**src/rtl/alu_ctrl_pkg.sv**
```systemverilog
// Shared op codes, ALUop/func7 encodings, FSM states and latency classes for the
// registered ALU control decoder (M-extension gated by ALU_CTRL_M_EXT_EN).
package alu_ctrl_pkg;

  localparam logic [4:0] OP_ADD     = 5'd0;
  localparam logic [4:0] OP_SUB     = 5'd1;
  localparam logic [4:0] OP_SLL     = 5'd2;
  localparam logic [4:0] OP_SLT     = 5'd3;
  localparam logic [4:0] OP_SLTU    = 5'd4;
  localparam logic [4:0] OP_XOR     = 5'd5;
  localparam logic [4:0] OP_SRL     = 5'd6;
  localparam logic [4:0] OP_SRA     = 5'd7;
  localparam logic [4:0] OP_OR      = 5'd8;
  localparam logic [4:0] OP_AND     = 5'd9;
  localparam logic [4:0] OP_MUL     = 5'd16;
  localparam logic [4:0] OP_ILLEGAL = 5'd31;

  localparam logic [1:0] ALUOP_LS = 2'b00;
  localparam logic [1:0] ALUOP_BR = 2'b01;
  localparam logic [1:0] ALUOP_R  = 2'b10;
  localparam logic [1:0] ALUOP_I  = 2'b11;

  localparam logic [6:0] FUNC7_BASE = 7'b0000000;
  localparam logic [6:0] FUNC7_ALT  = 7'b0100000;
  localparam logic [6:0] FUNC7_MEXT = 7'b0000001;

  typedef enum logic [1:0] {ST_IDLE, ST_WAIT, ST_FULL} state_t;
  typedef enum logic [1:0] {LAT_1, LAT_MUL, LAT_DIV} lat_class_t;

  // Base integer op selected by func3 when func7 carries no modifier.
  function automatic logic [4:0] base_op(input logic [2:0] f3);
    case (f3)
      3'b000:  base_op = OP_ADD;
      3'b001:  base_op = OP_SLL;
      3'b010:  base_op = OP_SLT;
      3'b011:  base_op = OP_SLTU;
      3'b100:  base_op = OP_XOR;
      3'b101:  base_op = OP_SRL;
      3'b110:  base_op = OP_OR;
      default: base_op = OP_AND;
    endcase
  endfunction

endpackage

```
**src/rtl/alu_ctrl_if.sv**
```systemverilog
// Decode request / decoded-op handshake bundle between ID/EX and the ALU control block.
// A transfer happens on an edge where valid and ready are both high; valid must not depend on ready.
interface alu_ctrl_if #(parameter int OP_W = 5);
  logic            in_valid;
  logic            in_ready;
  logic [1:0]      alu_op;
  logic [6:0]      func7;
  logic [2:0]      func3;
  logic            out_valid;
  logic            out_ready;
  logic [OP_W-1:0] op;
  logic            illegal;
  logic            busy;

  modport master (
    output in_valid, alu_op, func7, func3, out_ready,
    input  in_ready, out_valid, op, illegal, busy
  );

  modport slave (
    input  in_valid, alu_op, func7, func3, out_ready,
    output in_ready, out_valid, op, illegal, busy
  );
endinterface

```
**src/rtl/alu_ctrl_dec.sv**
```systemverilog
// Combinational ALUop/func7/func3 decoder; latency class output exists only
// when ALU_CTRL_M_EXT_EN is defined.
module alu_ctrl_dec
  import alu_ctrl_pkg::*;
(
  input  logic [1:0] alu_op,
  input  logic [6:0] func7,
  input  logic [2:0] func3,
`ifdef ALU_CTRL_M_EXT_EN
  output lat_class_t lat,
`endif
  output logic [4:0] op,
  output logic       illegal
);

  always_comb begin
    op = OP_ILLEGAL;
`ifdef ALU_CTRL_M_EXT_EN
    lat = LAT_1;
`endif
    case (alu_op)
      ALUOP_LS: op = OP_ADD;
      ALUOP_BR: op = OP_SUB;
      ALUOP_R: begin
        if (func7 == FUNC7_BASE)                       op = base_op(func3);
        else if (func7 == FUNC7_ALT && func3 == 3'b000) op = OP_SUB;
        else if (func7 == FUNC7_ALT && func3 == 3'b101) op = OP_SRA;
`ifdef ALU_CTRL_M_EXT_EN
        else if (func7 == FUNC7_MEXT) begin
          op  = OP_MUL | {2'b00, func3};
          lat = func3[2] ? LAT_DIV : LAT_MUL;
        end
`endif
      end
      default: begin
        // I-type ignores func7 except where it encodes the shift kind.
        if (func3 == 3'b001) begin
          if (func7 == FUNC7_BASE) op = OP_SLL;
        end else if (func3 == 3'b101) begin
          if (func7 == FUNC7_BASE)     op = OP_SRL;
          else if (func7 == FUNC7_ALT) op = OP_SRA;
        end else begin
          op = base_op(func3);
        end
      end
    endcase
    illegal = (op == OP_ILLEGAL);
  end

endmodule

```
**src/rtl/alu_ctrl_pipe.sv**
```systemverilog
// Registered, handshaked ALU control decoder; multi-cycle MUL/DIV sequencing is
// compiled in when ALU_CTRL_M_EXT_EN is defined.
module alu_ctrl_pipe
  import alu_ctrl_pkg::*;
#(
  parameter int OP_W    = 5,
  parameter int MUL_LAT = 3,
  parameter int DIV_LAT = 32,
  parameter int CNT_W   = 6
) (
  input  logic        clk,
  input  logic        rst_n,
  input  logic        flush,
  alu_ctrl_if.slave   bus,
  output state_t      dbg_state
);

  if (OP_W < 5) begin : g_bad_op_w
    $error("OP_W must be >= 5");
  end
  if (MUL_LAT < 1 || DIV_LAT < 1) begin : g_bad_lat
    $error("MUL_LAT and DIV_LAT must be >= 1");
  end
  if ((1 << CNT_W) <= MUL_LAT || (1 << CNT_W) <= DIV_LAT) begin : g_bad_cnt_w
    $error("CNT_W too narrow for the configured latencies");
  end

  logic [4:0]      dec_op;
  logic            dec_ill;
  state_t          state, state_n;
  logic            in_ready, accept;
  logic [OP_W-1:0] op_q;
  logic            ill_q;

`ifdef ALU_CTRL_M_EXT_EN
  lat_class_t       dec_lat;
  logic [CNT_W-1:0] cnt, cnt_n, lat_cnt;
`endif

  alu_ctrl_dec u_dec (
    .alu_op  (bus.alu_op),
    .func7   (bus.func7),
    .func3   (bus.func3),
`ifdef ALU_CTRL_M_EXT_EN
    .lat     (dec_lat),
`endif
    .op      (dec_op),
    .illegal (dec_ill)
  );

  // flush masks readiness so a killed cycle can never also accept.
  assign in_ready = !flush && (state == ST_IDLE || (state == ST_FULL && bus.out_ready));
  assign accept   = bus.in_valid && in_ready;

`ifdef ALU_CTRL_M_EXT_EN
  always_comb begin
    lat_cnt = '0;
    case (dec_lat)
      LAT_MUL: lat_cnt = CNT_W'(MUL_LAT - 1);
      LAT_DIV: lat_cnt = CNT_W'(DIV_LAT - 1);
      default: lat_cnt = '0;
    endcase
  end
`endif

  always_comb begin
    state_n = state;
`ifdef ALU_CTRL_M_EXT_EN
    cnt_n = cnt;
`endif
    if (flush) begin
      state_n = ST_IDLE;
`ifdef ALU_CTRL_M_EXT_EN
      cnt_n = '0;
`endif
    end else if (accept) begin
      state_n = ST_FULL;
`ifdef ALU_CTRL_M_EXT_EN
      if (lat_cnt != '0) begin
        state_n = ST_WAIT;
        cnt_n   = lat_cnt;
      end
`endif
    end else begin
      case (state)
        ST_FULL: if (bus.out_ready) state_n = ST_IDLE;
`ifdef ALU_CTRL_M_EXT_EN
        ST_WAIT: begin
          if (cnt == CNT_W'(1)) begin
            state_n = ST_FULL;
            cnt_n   = '0;
          end else begin
            cnt_n = cnt - CNT_W'(1);
          end
        end
`endif
        default: ;
      endcase
    end
  end

  always_ff @(posedge clk or negedge rst_n) begin
    if (!rst_n) begin
      state <= ST_IDLE;
      op_q  <= '0;
      ill_q <= 1'b0;
`ifdef ALU_CTRL_M_EXT_EN
      cnt   <= '0;
`endif
    end else begin
      state <= state_n;
`ifdef ALU_CTRL_M_EXT_EN
      cnt   <= cnt_n;
`endif
      if (accept) begin
        op_q  <= OP_W'(dec_op);
        ill_q <= dec_ill;
      end
    end
  end

  assign bus.in_ready  = in_ready;
  assign bus.out_valid = (state == ST_FULL);
  assign bus.op        = op_q;
  assign bus.illegal   = ill_q;
`ifdef ALU_CTRL_M_EXT_EN
  assign bus.busy      = (state == ST_WAIT);
`else
  assign bus.busy      = 1'b0;
`endif
  assign dbg_state     = state;

endmodule
```
**src/flat_wrapper.sv**
```systemverilog
// flat-port wrapper written by rule: the top's interface ports become plain ports
module alu_ctrl_pipe_flat import alu_ctrl_pkg::*;
#(
  parameter int OP_W    = 5,
  parameter int MUL_LAT = 3,
  parameter int DIV_LAT = 32,
  parameter int CNT_W   = 6
)
  (clk, rst_n, flush, dbg_state, bus_in_valid, bus_alu_op, bus_func7, bus_func3, bus_out_ready, bus_in_ready, bus_out_valid, bus_op, bus_illegal, bus_busy);
  alu_ctrl_if #(.OP_W(OP_W)) bus_i ();
  input  logic clk;
  input  logic rst_n;
  input  logic flush;
  output state_t dbg_state;
  input wire logic [$bits(bus_i.in_valid)-1:0] bus_in_valid;
  input wire logic [$bits(bus_i.alu_op)-1:0] bus_alu_op;
  input wire logic [$bits(bus_i.func7)-1:0] bus_func7;
  input wire logic [$bits(bus_i.func3)-1:0] bus_func3;
  input wire logic [$bits(bus_i.out_ready)-1:0] bus_out_ready;
  output wire logic [$bits(bus_i.in_ready)-1:0] bus_in_ready;
  output wire logic [$bits(bus_i.out_valid)-1:0] bus_out_valid;
  output wire logic [$bits(bus_i.op)-1:0] bus_op;
  output wire logic [$bits(bus_i.illegal)-1:0] bus_illegal;
  output wire logic [$bits(bus_i.busy)-1:0] bus_busy;
  assign bus_i.in_valid = bus_in_valid;
  assign bus_i.alu_op = bus_alu_op;
  assign bus_i.func7 = bus_func7;
  assign bus_i.func3 = bus_func3;
  assign bus_i.out_ready = bus_out_ready;
  assign bus_in_ready = bus_i.in_ready;
  assign bus_out_valid = bus_i.out_valid;
  assign bus_op = bus_i.op;
  assign bus_illegal = bus_i.illegal;
  assign bus_busy = bus_i.busy;
  alu_ctrl_pipe #(.OP_W(OP_W), .MUL_LAT(MUL_LAT), .DIV_LAT(DIV_LAT), .CNT_W(CNT_W)) u_core (.clk(clk), .rst_n(rst_n), .flush(flush), .bus(bus_i), .dbg_state(dbg_state));
endmodule
```
**config.mk**
```make
export PLATFORM = sky130hd
export DESIGN_NAME = alu_ctrl_pipe_flat
export DESIGN_NICKNAME = d
export VERILOG_FILES = /design/src/rtl/alu_ctrl_pkg.sv /design/src/rtl/alu_ctrl_if.sv /design/src/rtl/alu_ctrl_dec.sv /design/src/rtl/alu_ctrl_pipe.sv /design/src/flat_wrapper.sv
export SDC_FILE = /design/constraint.sdc
export NUM_CORES = 1
export LEC_CHECK = 0
export ABC_AREA = 1
export BUFFER_PORTS_ARGS = -buffer_cell sky130_fd_sc_hd__clkbuf_2
export CAP_MARGIN = 20
export CELL_PAD_IN_SITES_DETAIL_PLACEMENT = 2
export CELL_PAD_IN_SITES_GLOBAL_PLACEMENT = 2
export CORE_UTILIZATION = 18
export DETAILED_ROUTE_END_ITERATION = 10
export PLACE_DENSITY = 0.71
export SYNTH_ARGS = -nofsm -noshare
export SYNTH_HDL_FRONTEND = slang
export SYNTH_SLANG_ARGS = --single-unit
export TNS_END_PERCENT = 1
```
**constraint.sdc**
```tcl
create_clock -name clk -period 0.89 [get_ports clk]
set_input_delay 0.089 -clock clk [delete_from_list [all_inputs] [get_ports clk]]
set_output_delay 0.089 -clock clk [all_outputs]
set_load 0.02 [all_outputs]
```
==> report_table.html <==
<table>
<tr><th>Metric</th><th>Value</th></tr>
<tr><th colspan="2">Routing</th></tr>
<tr><td>WL final</td><td>2070 um</td></tr>
<tr><td>Iteration count of the initial detailed-routing pass</td><td>4</td></tr>
<tr><td>Total DRC errors in the routed layout</td><td>0</td></tr>
<tr><td>Routed WL per cell</td><td>11.1 um</td></tr>
<tr><td>Remaining number of nets flagged by the antenna check after routing</td><td>0</td></tr>
<tr><td>Routed length on met2</td><td>1140 um</td></tr>
<tr><td>WL met1</td><td>831 um</td></tr>
<tr><td>Detailed-routed wire length on met3</td><td>75 um</td></tr>
<tr><td>Vias per inst</td><td>4.06</td></tr>
<tr><td>Total number of vias</td><td>760</td></tr>
<tr><td>Number of DRC markers in iteration 0</td><td>7</td></tr>
<tr><td>Highest routed metal layer</td><td>met4</td></tr>
<tr><th colspan="2">STA</th></tr>
<tr><td>Setup repair after global routing missed its margin</td><td>true</td></tr>
<tr><td>Fin crit share</td><td>122%</td></tr>
<tr><td>Setup ws final</td><td>-0.196 ns</td></tr>
<tr><td>Worst clock skew</td><td>0.00472 ns</td></tr>
<tr><td>Final hold violation count</td><td>0</td></tr>
<tr><td>Maximum achievable frequency</td><td>921 MHz</td></tr>
<tr><td>Number of max-slew violations in the final report</td><td>0</td></tr>
<tr><td>Time the final worst path needs with I/O delays and setup</td><td>1.09 ns</td></tr>
<tr><td>Total of endpoints with negative setup slack in the final report</td><td>10</td></tr>
<tr><td>Total negative slack for setup checks</td><td>-1.56 ns</td></tr>
<tr><th colspan="2">Die</th></tr>
<tr><td>Area of the core</td><td>0.00308 sq mm</td></tr>
<tr><td>Die outline area</td><td>0.00350 sq mm</td></tr>
<tr><td>Horizontal die dimension</td><td>59.2 um</td></tr>
<tr><td>Number of primary I/O pins</td><td>28</td></tr>
<tr><td>Number of rows in the core area</td><td>20</td></tr>
<tr><td>Floorplan die height</td><td>59.2 um</td></tr>
<tr><td>Starting density of the core</td><td>19.1%</td></tr>
<tr><th colspan="2">Clocking</th></tr>
<tr><td>Maximum root-to-sink buffer count</td><td>2</td></tr>
<tr><td>Num Clock Sinks</td><td>7</td></tr>
<tr><td>TritonCTS clock tree</td><td>yes</td></tr>
<tr><td>Clock input transition at the sequential cells of the worst setup and hold paths</td><td>0.05 ns</td></tr>
<tr><td>Clock root cell</td><td>clkbuf_4</td></tr>
<tr><td>Total number of H-tree levels</td><td>1</td></tr>
<tr><td>Clk Latency, worst-skew pair</td><td>0.25 ns</td></tr>
<tr><td>Total CTS buffers</td><td>3</td></tr>
<tr><th colspan="2">Status</th></tr>
<tr><td>Violated checks</td><td>setup timing</td></tr>
<tr><td>Outcome</td><td>finished, violations left</td></tr>
<tr><th colspan="2">Placed design</th></tr>
<tr><td>HPWL after detailed placement</td><td>1790 um</td></tr>
<tr><td>Number of buffer cells added on primary ports</td><td>25</td></tr>
<tr><td>Weighted congestion reported at the end of routability-driven placement</td><td>0.740</td></tr>
<tr><td>DP Cell Count</td><td>179</td></tr>
<tr><th colspan="2">Yosys</th></tr>
<tr><td>Cell count after synthesis</td><td>104</td></tr>
<tr><td>Summed instance area of the synthesized netlist</td><td>588 sq um</td></tr>
<tr><td>Number of library cell types mapped by synthesis</td><td>13</td></tr>
<tr><td>Proportion of synthesized chip area in sequential cells</td><td>29.8%</td></tr>
<tr><td>Mean instance size in the synthesized netlist</td><td>5.65 sq um</td></tr>
<tr><td>Synth warnings</td><td>0</td></tr>
<tr><td>Register bit total from synthesis</td><td>7</td></tr>
<tr><th colspan="2">Power and ir drop</th></tr>
<tr><td>P per Cell Area</td><td>1170 mW/mm^2</td></tr>
<tr><td>Max rail drop VDD</td><td>0.259 mV</td></tr>
<tr><td>Cell leakage power</td><td>0.561 nW</td></tr>
<tr><th colspan="2">Setup path</th></tr>
<tr><td>Cell at the slowest stage of the critical path</td><td>dfrtp_2</td></tr>
<tr><td>Max incr delay on CP</td><td>0.40 ns</td></tr>
<tr><td>Critical path peak fanout</td><td>2</td></tr>
<tr><td>CP Data Required Time</td><td>0.80 ns</td></tr>
<tr><td>Endpoint class of the critical path</td><td>primary output</td></tr>
<tr><td>Data arrival at the endpoint of the critical path</td><td>1.00 ns</td></tr>
<tr><td>Startpoint types</td><td>register</td></tr>
<tr><td>Cells traversed along the worst timing path</td><td>nand2_2 &gt; inv_2 &gt; nor2_4 &gt; buf_8</td></tr>
<tr><td>Critical path class</td><td>register to primary output</td></tr>
<tr><th colspan="2">Final layout</th></tr>
<tr><td>Layout cell share with drive strength beyond 1</td><td>37.1%</td></tr>
<tr><td>Post-route non-filler standard cell count</td><td>187</td></tr>
<tr><td>Antenna Diode Count</td><td>0</td></tr>
<tr><td>Commonest non-fill, non-tap cells in the layout</td><td>49 x nand2_1, 17 x clkbuf_2, 12 x nor2_1, 11 x buf_4, 9 x nand3_1</td></tr>
<tr><td>Final layout net count</td><td>161</td></tr>
<tr><td>Synth-to-Final Area Change</td><td>59.6%</td></tr>
<tr><td>Most common cell after layout, fill and taps aside</td><td>nand2_1</td></tr>
<tr><th colspan="2">Global routing</th></tr>
<tr><td>First-pass GRT wire length</td><td>3440 um</td></tr>
<tr><td>Via count of the first global-routing pass</td><td>818</td></tr>
<tr><td>Antenna violations before repair</td><td>0</td></tr>
<tr><td>Pin count of the biggest net entering global routing</td><td>9</td></tr>
<tr><td>Remaining Overflow, GRT</td><td>0</td></tr>
<tr><td>Gr usage total</td><td>13.1%</td></tr>
<tr><th colspan="2">Min path</th></tr>
<tr><td>Worst hold-check path type</td><td>input port to register</td></tr>
<tr><th colspan="2">Job</th></tr>
<tr><td>Max-capacitance violation count</td><td>0</td></tr>
</table>
-- cell families (layout without fill, tap and decap cells) --
logic type | after synthesis | after routing | share of synthesized area (%)
AOI/OAI and AO/OA | 1 | 1 | 1.28
other | 1 | 2 | 0.638
and+or+nand+nor | 78 | 78 | 54.5
buffers and inverters | 17 | 55 | 13.8
DFF | 7 | 7 | 29.8
-- worst max-delay path: cells and delay by family, from the launching register on --
kind	cells	cell delay, ns
simple gates	2	0.19
flops	1	0.40
buf+inv	2	0.17
-- through the flow --
stage,area [sq um],total power (W),util [%],hold slack (ns),setup slack (ns)
2_1_floorplan,603,0.000607,-,-0.207,-0.206
3_3_place_gp,821,0.000749,26.7,-0.0687,-0.143
3_5_place_dp,821,0.000770,26.7,-0.0635,-0.203
4_1_cts,883,0.00109,28.7,0.0429,-0.220
5_1_grt,938,0.00119,30.5,0.0588,-0.268
6_report,938,0.00110,30.5,0.0534,-0.196
-- final timing paths --
path / start / end / slack [ns] / cells after the start
min reg2reg: u_core.bus.illegal$_DFFE_PN0P_ / u_core.bus.illegal$_DFFE_PN0P_ / 0.48 / 2
min: flush / u_core.dbg_state[1]$_DFFE_PN0P_ / 0.05 / 2
min in group asynchronous: rst_n / u_core.bus.op[0]$_DFFE_PN0P_ / 0.22 / 2
max in group asynchronous: rst_n / u_core.dbg_state[1]$_DFFE_PN0P_ / 0.49 / 2
max: u_core.dbg_state[1]$_DFFE_PN0P_ / bus_in_ready / -0.20 / 4
max reg2reg: u_core.dbg_state[1]$_DFFE_PN0P_ / u_core.bus.op[4]$_DFFE_PN0P_ / -0.19 / 8
-- area by class of cell --
cell class,instances,area [sq um]
fillers,404,2140
well taps,44,55.1
repair buffers,38,258
multi-input cells,81,367
inverters,13,56.3
clock buffers,4,26.3
flip-flops and latches,7,176
-- Yosys cell counts --
master | number | share of area (%)
inv_1 | 8 | 5.1
buf_4 | 4 | 5.1
nor2_1 | 12 | 7.7
inv_2 | 4 | 2.6
nand2_1 | 50 | 32
nand2_2 | 1 | 1.1
nand3_1 | 11 | 9.4
nand3b_1 | 1 | 1.3
nor2_2 | 3 | 3.2
inv_4 | 1 | 1.1
o21bai_1 | 1 | 1.3
conb_1 | 1 | 0.64
dfrtp_1 | 7 | 30
-- layer usage --
layer,vias to the layer above,track usage (%)
li1,387,-
met3,2,1.97
met5,-,0
met4,0,4.08
met2,22,26.6
met1,349,13.4
-- where the power goes --
part,switching [W],internal [W]
Clock,0.000112,0.000171
Sequential,0.0000228,0.000362
Combinational,0.000250,0.000178
-- registers in the layout (all words and copies together) (netlist names) --
name,count
u_core.bus.op,5
u_core.bus.illegal,1
u_core.dbg_state,1
-- what timing repair did --
item / 4_1_cts / 5_1_grt
resized for setup: 3 / 20
setup buffers: 2 / 1
hold buffers: 1 / 0
setup endpoints to repair: 11 / 16
pin swaps: 2 / 4
endpoints found under the hold margin: 7 / 0
Power figures use the tool's default switching activity.
